$ cat config.mk
export PLATFORM = sky130hd
export DESIGN_NAME = sat_counter
export DESIGN_NICKNAME = d
export VERILOG_FILES = /design/src/rtl/sat_counter.sv
export SDC_FILE = /design/constraint.sdc
export NUM_CORES = 1
export LEC_CHECK = 0
export ABC_AREA = 1
export ABC_CLOCK_PERIOD_IN_PS = 1650
export CAP_MARGIN = 20
export CORE_MARGIN = 8
export CORE_UTILIZATION = 53
export DETAILED_ROUTE_END_ITERATION = 10
export HOLD_SLACK_MARGIN = 0.12
export PLACE_DENSITY = 0.79
export REMOVE_ABC_BUFFERS = 1
export SYNTH_ARGS = -nofsm -noshare
export SYNTH_HDL_FRONTEND = slang
export SYNTH_SLANG_ARGS = --single-unit
$ cat constraint.sdc
create_clock -name clk -period 1.65 [get_ports clk]
set_input_delay 0.33 -clock clk [delete_from_list [all_inputs] [get_ports clk]]
set_output_delay 0.33 -clock clk [all_outputs]
set_load 0.005 [all_outputs]
$ cat src/rtl/sat_counter.sv
// Saturating event counter with synchronous clear.
// A clear in the same cycle as an increment yields a count of one.
module sat_counter #(
   parameter int W = 16
) (
   input  logic         clk,
   input  logic         rst,
   input  logic         clr,
   input  logic         inc,
   output logic [W-1:0] count
);

   logic [W-1:0] r_count;
   logic [W-1:0] w_base;

   assign w_base = clr ? '0 : r_count;
   assign count  = r_count;

   always_ff @(posedge clk or posedge rst) begin
      if (rst)
         r_count <= '0;
      else if (clr || inc)
         r_count <= (inc && (w_base != '1)) ? w_base + W'(1) : w_base;
   end

endmodule

==> flow_metrics.env, run 1 <==
export IMPL_status="finished clean"
export IMPL_die_h_um=65.43
export IMPL_synth_top_area_cell="dfrtp_1"
export IMPL_grt_util_all_layers=0.1843
export IMPL_syn_inst=180
export IMPL_path_class="reg -> out"
export IMPL_ctsRootBufferMaster="clkbuf_4"
export IMPL_crit_path_start_kind="flop"
export IMPL_cts_sinks=16
export IMPL_h_tree_depth=1
export IMPL_ir_drop_v=0.0003432
export IMPL_ctsHoldBuffers=0
export IMPL_worst_slew_pin_slew_ps=326.0
export IMPL_die_area_sq_um=4281
export IMPL_remaining_drc_errors=0
export IMPL_cts_clk_slew_worst_paths_ps=100
export IMPL_cts_tree="built"
export IMPL_insertedDiodeCount=0
export IMPL_hp_class="in -> async"
export IMPL_die_width_um=65.43
export IMPL_cpLargestDelayFamily="buffers and inverters"
export IMPL_cp_required_ps=1320
export IMPL_placed_cells=255
export IMPL_fmax_mhz=612.4
export IMPL_grt_pass1_wl_um=6348
export IMPL_wl_per_cell_um=14.66
export IMPL_drive_above_1_share=0.3450
export IMPL_ios=20
export IMPL_io_buffers=19
export IMPL_grt_pass1_vias=1381
export IMPL_hpwlAfterDp_um=2878
export IMPL_skew_ps=5.868
export IMPL_synth_seq_cells=16
export IMPL_stdcell_count=259
export IMPL_place_area_sq_um=1719
export IMPL_yosysSeqAreaShare=0.3092
export IMPL_vias=1359
export IMPL_tritoncts_num_buffers=3
export IMPL_ys_warnings_count=0
export IMPL_cap_violations=0
export IMPL_hold_violations=0
export IMPL_firstDrtPassIters=4
export IMPL_worstPathMaxFanout=4
export IMPL_start_util=0.5425
export IMPL_final_antenna_net_count=0
export IMPL_drtIter0Drc=79
export IMPL_nets=235
export IMPL_avgViaCountPerCell=5.247
export IMPL_whs_ps=330.2
export IMPL_relSlewSlack=0.7820
export IMPL_path_buf_inv=1
export IMPL_clock_path_buffers=2
export IMPL_gr_total_overflow=0
export IMPL_critical_path_slowest_cell="clkdlybuf4s50_1"
export IMPL_path_cells="clkdlybuf4s50_1"
export IMPL_min_period_ps=1633
export IMPL_post_route_cell_area_sq_um=1827
export IMPL_worst_setup_path_end_kind="output port"
export IMPL_largest_reg_flops=16
export IMPL_coreArea_sq_um=2387
export IMPL_synthDistinctLibCells=22
export IMPL_setup_viol=0
export IMPL_cp_arrival_ps=1300
export IMPL_period_share=0.9897
export IMPL_antenna_found_initial=0
export IMPL_avgSynthCellArea_sq_um=7.194
export IMPL_rows=18
export IMPL_slew_viol_final=0
export IMPL_p_leak_nw=0.8566
export IMPL_clk_latency_ps=300
export IMPL_routed_wl_um=3797
export IMPL_slowest_delay_ps=540
export IMPL_grt_max_degree=17
export IMPL_powerDensity_nw_per_um2=411.7
export IMPL_place_congestion=0.8889
export IMPL_syn_area_sq_um=1295
export IMPL_synth_top_area_share=0.3092
export IMPL_area_delta_synth_final_pct=41.06
export IMPL_synth_top_cells_by_area="dfrtp_1, nand2_1, inv_1, nor2_1, o21ai_2"
## layout make-up
| cell class | count | area [sq um] |
|---|---|---|
| fill | 186 | 560.5 |
| clock buffer | 3 | 22.52 |
| tap | 30 | 37.54 |
| sequential | 16 | 409.1 |
| multi-input combinational | 137 | 813.3 |
| timing repair buffer | 50 | 457.9 |
| inverter | 23 | 86.33 |
## synthesized netlist by cell type
master / n
nor2_1: 19
buf_12: 1
dfrtp_1: 16
nand3_2: 4
xor2_1: 3
nand2_1: 59
nand4_1: 7
nor2_4: 4
nand2_4: 1
nor3_2: 1
o21ai_2: 8
o21ai_0: 1
buf_6: 3
xnor2_1: 2
nor2_2: 1
nand3_1: 12
nor2_8: 1
nor3_1: 3
nand3_4: 2
nand2_2: 9
inv_1: 22
inv_2: 1
## cell usage in the layout (no fill, tap or decap), types with 2 or more instances in the layout
cell / instances
nand3_2: 2
nand2_1: 58
nand2_2: 10
xnor2_1: 2
nor2_4: 7
nand4_1: 7
clkdlybuf4s50_1: 18
buf_4: 28
nand3_1: 11
dfrtp_2: 7
clkbuf_4: 3
xor2_1: 3
o21ai_2: 8
dfrtp_1: 9
nor2_1: 16
inv_2: 2
nor3_1: 3
buf_12: 2
nand3_4: 5
inv_1: 21
## metal layers
layer | part of all wire | track usage | up-vias
met3 | 0.032 | 0.01701 | 9
met1 | 0.43 | 0.2182 | 656
li1 | - | - | 660
met2 | 0.52 | 0.3198 | 34
met5 | 0 | 0 | -
met4 | 0.022 | 0.1008 | 0
## power breakdown
part / leakage [nW] / internal, W / switching, W
Combinational: 0.634 / 0.0000523 / 0.0000674
Clock: 0.0138 / 0.0000851 / 0.000138
Sequential: 0.209 / 0.000399 / 0.0000105
## per-stage QoR
stage	utilization	TNS (ps)	total power, W	setup WS, ps
global route	0.7652	-0.9236	0.0007788	-0.9236
finish	0.7652	0	0.0007520	17.01
CTS	0.7484	-12.44	0.0007415	-12.44
floorplan	-	-176.9	0.0004612	-37.00
detailed placement	0.7201	-5487	0.0005236	-397.6
global placement	0.7201	-4175	0.0005202	-311.7
## cells by family (layout without fill, tap and decap cells)
group / after synthesis / in the layout / synth area share
buf+inv: 27 / 76 / 0.1082
simple gates: 123 / 123 / 0.4908
flops: 16 / 16 / 0.3092
xor+xnor: 5 / 5 / 0.03382
compound gates: 9 / 9 / 0.05797
## path summary, 6_finish.rpt
path	from	endpoint	slack [ps]	cells past startpoint
min reg2reg	count[15]$_DFFE_PP0P_	count[15]$_DFFE_PP0P_	540	2
min	rst	count[4]$_DFFE_PP0P_	330	3
min in group clk	clr	count[2]$_DFFE_PP0P_	460	4
max in group asynchronous	rst	count[13]$_DFFE_PP0P_	1110	3
max	count[4]$_DFFE_PP0P_	count[4]	20	1
max reg2reg	count[2]$_DFFE_PP0P_	count[12]$_DFFE_PP0P_	150	8
## timing repair
action / CTS / global route
endpoints found under the setup margin: 15 / 23
setup buffers: 1 / 0
hold endpoints to repair: 0 / 0
resized for setup: 8 / 15
pin swaps: 2 / 4
Note: power is estimated with default switching activity, not from simulation.
==> run 2: changes to the inputs <==
--- a/config.mk
+++ b/config.mk
@@ -10,6 +10,7 @@
 export CAP_MARGIN = 20
 export CORE_MARGIN = 8
 export CORE_UTILIZATION = 53
+export CTS_BUF_LIST = sky130_fd_sc_hd__clkbuf_16
 export DETAILED_ROUTE_END_ITERATION = 10
 export HOLD_SLACK_MARGIN = 0.12
 export PLACE_DENSITY = 0.79
==> flow_metrics.env, run 2 (synthesized netlist as in run 1, its figures left out) <==
export IMPL_vias=1408
export IMPL_critical_path_slowest_cell="clkdlybuf4s50_1"
export IMPL_io_buffers=19
export IMPL_r2r_start="count[4]$_DFFE_PP0P_"
export IMPL_slowest_delay_ps=580
export IMPL_pwr_share_clk=0.473
export IMPL_place_congestion=0.8889
export IMPL_whs_ps=390.3
export IMPL_period_share=0.9742
export IMPL_cpLargestDelayFamily="buffers and inverters"
export IMPL_start_util=0.5425
export IMPL_routed_wl_um=4003
export IMPL_path_buf_inv=1
export IMPL_cts_clk_slew_worst_paths_ps=50
export IMPL_wl_per_cell_um=15.34
export IMPL_h_tree_depth=1
export IMPL_drtIter0Drc=118
export IMPL_slew_viol_final=0
export IMPL_final_common_cell="nand2_1"
export IMPL_worstPathMaxFanout=5
export IMPL_gr_total_overflow=0
export IMPL_drive_above_1_share=0.3203
export IMPL_final_antenna_net_count=0
export IMPL_rows=18
export IMPL_skew_ps=0.8509
export IMPL_tritoncts_num_buffers=3
export IMPL_hold_violations=0
export IMPL_finish_utilization=0.7856
export IMPL_firstDrtPassIters=5
export IMPL_switching_share=0.2329
export IMPL_ctsRootBufferMaster="clkbuf_16"
export IMPL_min_period_ps=1607
export IMPL_worst_slew_pin_slew_ps=265.0
export IMPL_clk_latency_ps=250
export IMPL_ios=20
export IMPL_cap_violations=0
export IMPL_cts_tree="built"
export IMPL_path_cells="clkdlybuf4s50_1"
export IMPL_avgViaCountPerCell=5.395
export IMPL_placed_cells=255
export IMPL_tns_ps=0
export IMPL_status="finished clean"
export IMPL_grt_util_all_layers=0.2016
export IMPL_grt_setup_unrepaired="false"
export IMPL_p_int_w=0.0007712
export IMPL_p_seq_frac=0.407
export IMPL_cp_arrival_ps=1280
export IMPL_antenna_found_initial=0
export IMPL_n_fill_cell=161
export IMPL_stdcell_count=261
export IMPL_die_h_um=65.43
export IMPL_startpoint="count[8]$_DFFE_PP0P_"
export IMPL_final_cell_mix="nand2_1, buf_4, inv_1"
export IMPL_path_class="reg -> out"
export IMPL_die_area_sq_um=4281
export IMPL_clock_path_buffers=2
export IMPL_powerDensity_nw_per_um2=536.0
export IMPL_fmax_mhz=622.1
export IMPL_cts_sinks=16
export IMPL_grt_pass1_vias=1456
export IMPL_worst_setup_path_end_kind="output port"
export IMPL_pwr_share_comb=0.120
export IMPL_setup_viol=0
export IMPL_seq_area_sq_um=400.4
export IMPL_crit_path_start_kind="flop"
export IMPL_insertedDiodeCount=0
export IMPL_grt_max_degree=17
export IMPL_p_leak_nw=0.8898
export IMPL_remaining_drc_errors=0
export IMPL_multiInputGateArea_sq_um=810.8
export IMPL_die_width_um=65.43
export IMPL_p_sw_w=0.0002341
export IMPL_coreArea_sq_um=2387
export IMPL_cp_required_ps=1320
export IMPL_hpwlAfterDp_um=2878
export IMPL_area_delta_synth_final_pct=44.83
export IMPL_ir_drop_v=0.0005456
export IMPL_largest_reg_flops=16
export IMPL_nets=237
export IMPL_grt_pass1_wl_um=6900
export IMPL_relSlewSlack=0.8229
export IMPL_ctsHoldBuffers=0
export IMPL_hp_class="in -> async"
[run 2: stage by stage]
step | power (W) | instance area [sq um] | setup slack [ps]
after floorplan | 0.0004612 | 1241 | -37.00
after global placement | 0.0005202 | 1719 | -311.7
after detailed placement | 0.0005236 | 1719 | -397.6
after CTS | 0.001005 | 1876 | 60.53
after global routing | 0.001041 | 1876 | 0.4112
final | 0.001005 | 1876 | 42.65
[run 2: layout make-up]
type                            instances  share of cell area
Multi-Input combinational cell        137              0.4323
Tap cell                               30             0.02001
Timing Repair Buffer                   52              0.2482
Sequential cell                        16              0.2135
Inverter                               23             0.04603
Clock buffer                            3             0.04003
[run 2: power groups by stage]
stage	Clock (W)	Combinational, W	Sequential, W
finish	0.000476	0.000120	0.000409
global route	0.000501	0.000131	0.000410
CTS	0.000476	0.000120	0.000409
detailed placement	0	0.000110	0.000414
global placement	0	0.000106	0.000414
floorplan	0	0.0000481	0.000413
[run 2: final timing paths]
kind / to / slack [ps] / cells after the start
setup / recovery: count[8] / 40 / 1
hold / removal: count[4]$_DFFE_PP0P_ / 390 / 3
setup reg to reg: count[5]$_DFFE_PP0P_ / 140 / 9
hold reg to reg: count[15]$_DFFE_PP0P_ / 530 / 2
max in group asynchronous: count[2]$_DFFE_PP0P_ / 1070 / 3
min in group clk: count[15]$_DFFE_PP0P_ / 530 / 2
[run 2: routing by layer]
| metal | track usage | share of wire |
|---|---|---|
| met1 | 0.2404 | 0.39 |
| met2 | 0.3456 | 0.52 |
| met3 | 0.02721 | 0.066 |
| met4 | 0.1008 | 0.030 |
| met5 | 0 | 0 |
[run 2: repair_timing]
action,in CTS,in global routing
endpoints found under the hold margin,0,0
endpoints found under the setup margin,15,0
setup buffers,3,0
gates resized for setup,14,0
==> run 3: changes to the inputs <==
--- a/config.mk
+++ b/config.mk
@@ -15,6 +15,7 @@
 export HOLD_SLACK_MARGIN = 0.12
 export PLACE_DENSITY = 0.79
 export REMOVE_ABC_BUFFERS = 1
+export SKIP_CTS_REPAIR_TIMING = 1
 export SYNTH_ARGS = -nofsm -noshare
 export SYNTH_HDL_FRONTEND = slang
 export SYNTH_SLANG_ARGS = --single-unit
==> flow_metrics.env, run 3 (synthesized netlist as in run 1, its figures left out) <==
export IMPL_setup_viol=0
export IMPL_n_fill_cell=155
export IMPL_die_width_um=65.43
export IMPL_tritoncts_num_buffers=3
export IMPL_powerDensity_nw_per_um2=535.2
export IMPL_insertedDiodeCount=0
export IMPL_grt_pass1_vias=1422
export IMPL_hpwlAfterDp_um=2878
export IMPL_nets=238
export IMPL_firstDrtPassIters=4
export IMPL_path_class="in -> reg"
export IMPL_critical_path_slowest_cell="o21ai_0"
export IMPL_hp_class="in -> async"
export IMPL_startpoint="clr"
export IMPL_whs_ps=409.5
export IMPL_slowest_delay_ps=310
export IMPL_path_buf_inv=4
export IMPL_remaining_drc_errors=0
export IMPL_io_buffers=19
export IMPL_drive_above_1_share=0.3405
export IMPL_path_cells="dlymetal6s2s_1 > inv_2 > buf_4 > nand3_4 > inv_2 > nand2_1 > o21ai_0 > nand2_1 > nand2_2 > o21ai_2"
export IMPL_fmax_mhz=620.0
export IMPL_avgViaCountPerCell=5.668
export IMPL_relSlewSlack=0.7861
export IMPL_h_tree_depth=1
export IMPL_area_delta_synth_final_pct=47.15
export IMPL_gr_total_overflow=0
export IMPL_grt_pass1_wl_um=6451
export IMPL_vias=1485
export IMPL_antenna_found_initial=0
export IMPL_clk_latency_ps=250
export IMPL_ctsRootBufferMaster="clkbuf_16"
export IMPL_setup_ws_ps=37.17
export IMPL_clock_path_buffers=2
export IMPL_start_util=0.5425
export IMPL_final_antenna_net_count=0
export IMPL_place_congestion=0.8889
export IMPL_wl_per_cell_um=17.72
export IMPL_grt_max_degree=17
export IMPL_cts_clk_slew_worst_paths_ps=60
export IMPL_ir_drop_v=0.0004991
export IMPL_worst_slew_pin_slew_ps=317.4
export IMPL_grt_util_all_layers=0.1864
export IMPL_ios=20
export IMPL_cp_arrival_ps=1750
export IMPL_min_period_ps=1613
export IMPL_p_leak_nw=0.9038
export IMPL_rows=18
export IMPL_period_share=0.9775
export IMPL_skew_ps=5.579
export IMPL_worst_setup_path_end_kind="flop"
export IMPL_tns_ps=0
export IMPL_cts_tree="built"
export IMPL_largest_reg_flops=16
export IMPL_r2r_start="count[1]$_DFFE_PP0P_"
export IMPL_die_area_sq_um=4281
export IMPL_routed_wl_um=4643
export IMPL_final_cell_mix="nand2_1, buf_4, inv_1"
export IMPL_worstPathMaxFanout=5
export IMPL_drtIter0Drc=194
export IMPL_cpLargestDelayFamily="buffers and inverters"
export IMPL_final_common_cell="nand2_1"
export IMPL_crit_path_start_kind="input port"
export IMPL_dpl_worst_slack_ps=-397.6
export IMPL_slew_viol_final=0
export IMPL_cts_sinks=16
export IMPL_status="finished clean"
export IMPL_hold_violations=0
export IMPL_die_h_um=65.43
export IMPL_cp_required_ps=1790
export IMPL_cap_violations=0
export IMPL_coreArea_sq_um=2387
-- run 3: final timing paths --
kind	to	cells after the start	slack (ps)
max in group asynchronous	count[11]$_DFFE_PP0P_	3	1040
worst min-delay path	count[2]$_DFFE_PP0P_	3	410
worst max-delay path	count[7]$_DFFE_PP0P_	10	40
worst max register to register	count[7]$_DFFE_PP0P_	7	70
min in group clk	count[15]$_DFFE_PP0P_	2	580
worst min register to register	count[15]$_DFFE_PP0P_	2	580
-- run 3: cell type report --
type / instances / area, sq um / area share
clock buffers: 3 / 75.07 / 0.03940
multi-input cells: 137 / 825.8 / 0.4334
repair buffers: 53 / 480.5 / 0.2521
well taps: 30 / 37.54 / 0.01970
flip-flops and latches: 16 / 400.4 / 0.2101
inverters: 23 / 86.33 / 0.04531
-- run 3: power breakdown --
group          internal (W)  leakage, nW  total, W  switching, W
registers          0.000399        0.221  0.000410     0.0000108
clock network      0.000319       0.0370  0.000484      0.000165
logic             0.0000552        0.646  0.000126     0.0000709
-- run 3: tightest hold or removal path, delay by kind of cell --
kind / cells / cell delay [ps]
buf+inv: 3 / 700
-- run 3: stage by stage --
| step | util | std cells | total power, W | area (sq um) |
|---|---|---|---|---|
| after CTS | 0.7516 | 258 | 0.0009941 | 1794 |
| after global placement | 0.7201 | 255 | 0.0005202 | 1719 |
| after detailed placement | 0.7201 | 255 | 0.0005236 | 1719 |
| after floorplan | - | 176 | 0.0004612 | 1241 |
| after global routing | 0.7982 | 262 | 0.001049 | 1906 |
| final | 0.7982 | 262 | 0.001020 | 1906 |
-- run 3: metal layers --
metal / track usage / wire [um]
met5: 0 / 0
met4: 0.1144 / 208
met3: 0.02041 / 349
met2: 0.3260 / 2377
met1: 0.2121 / 1707
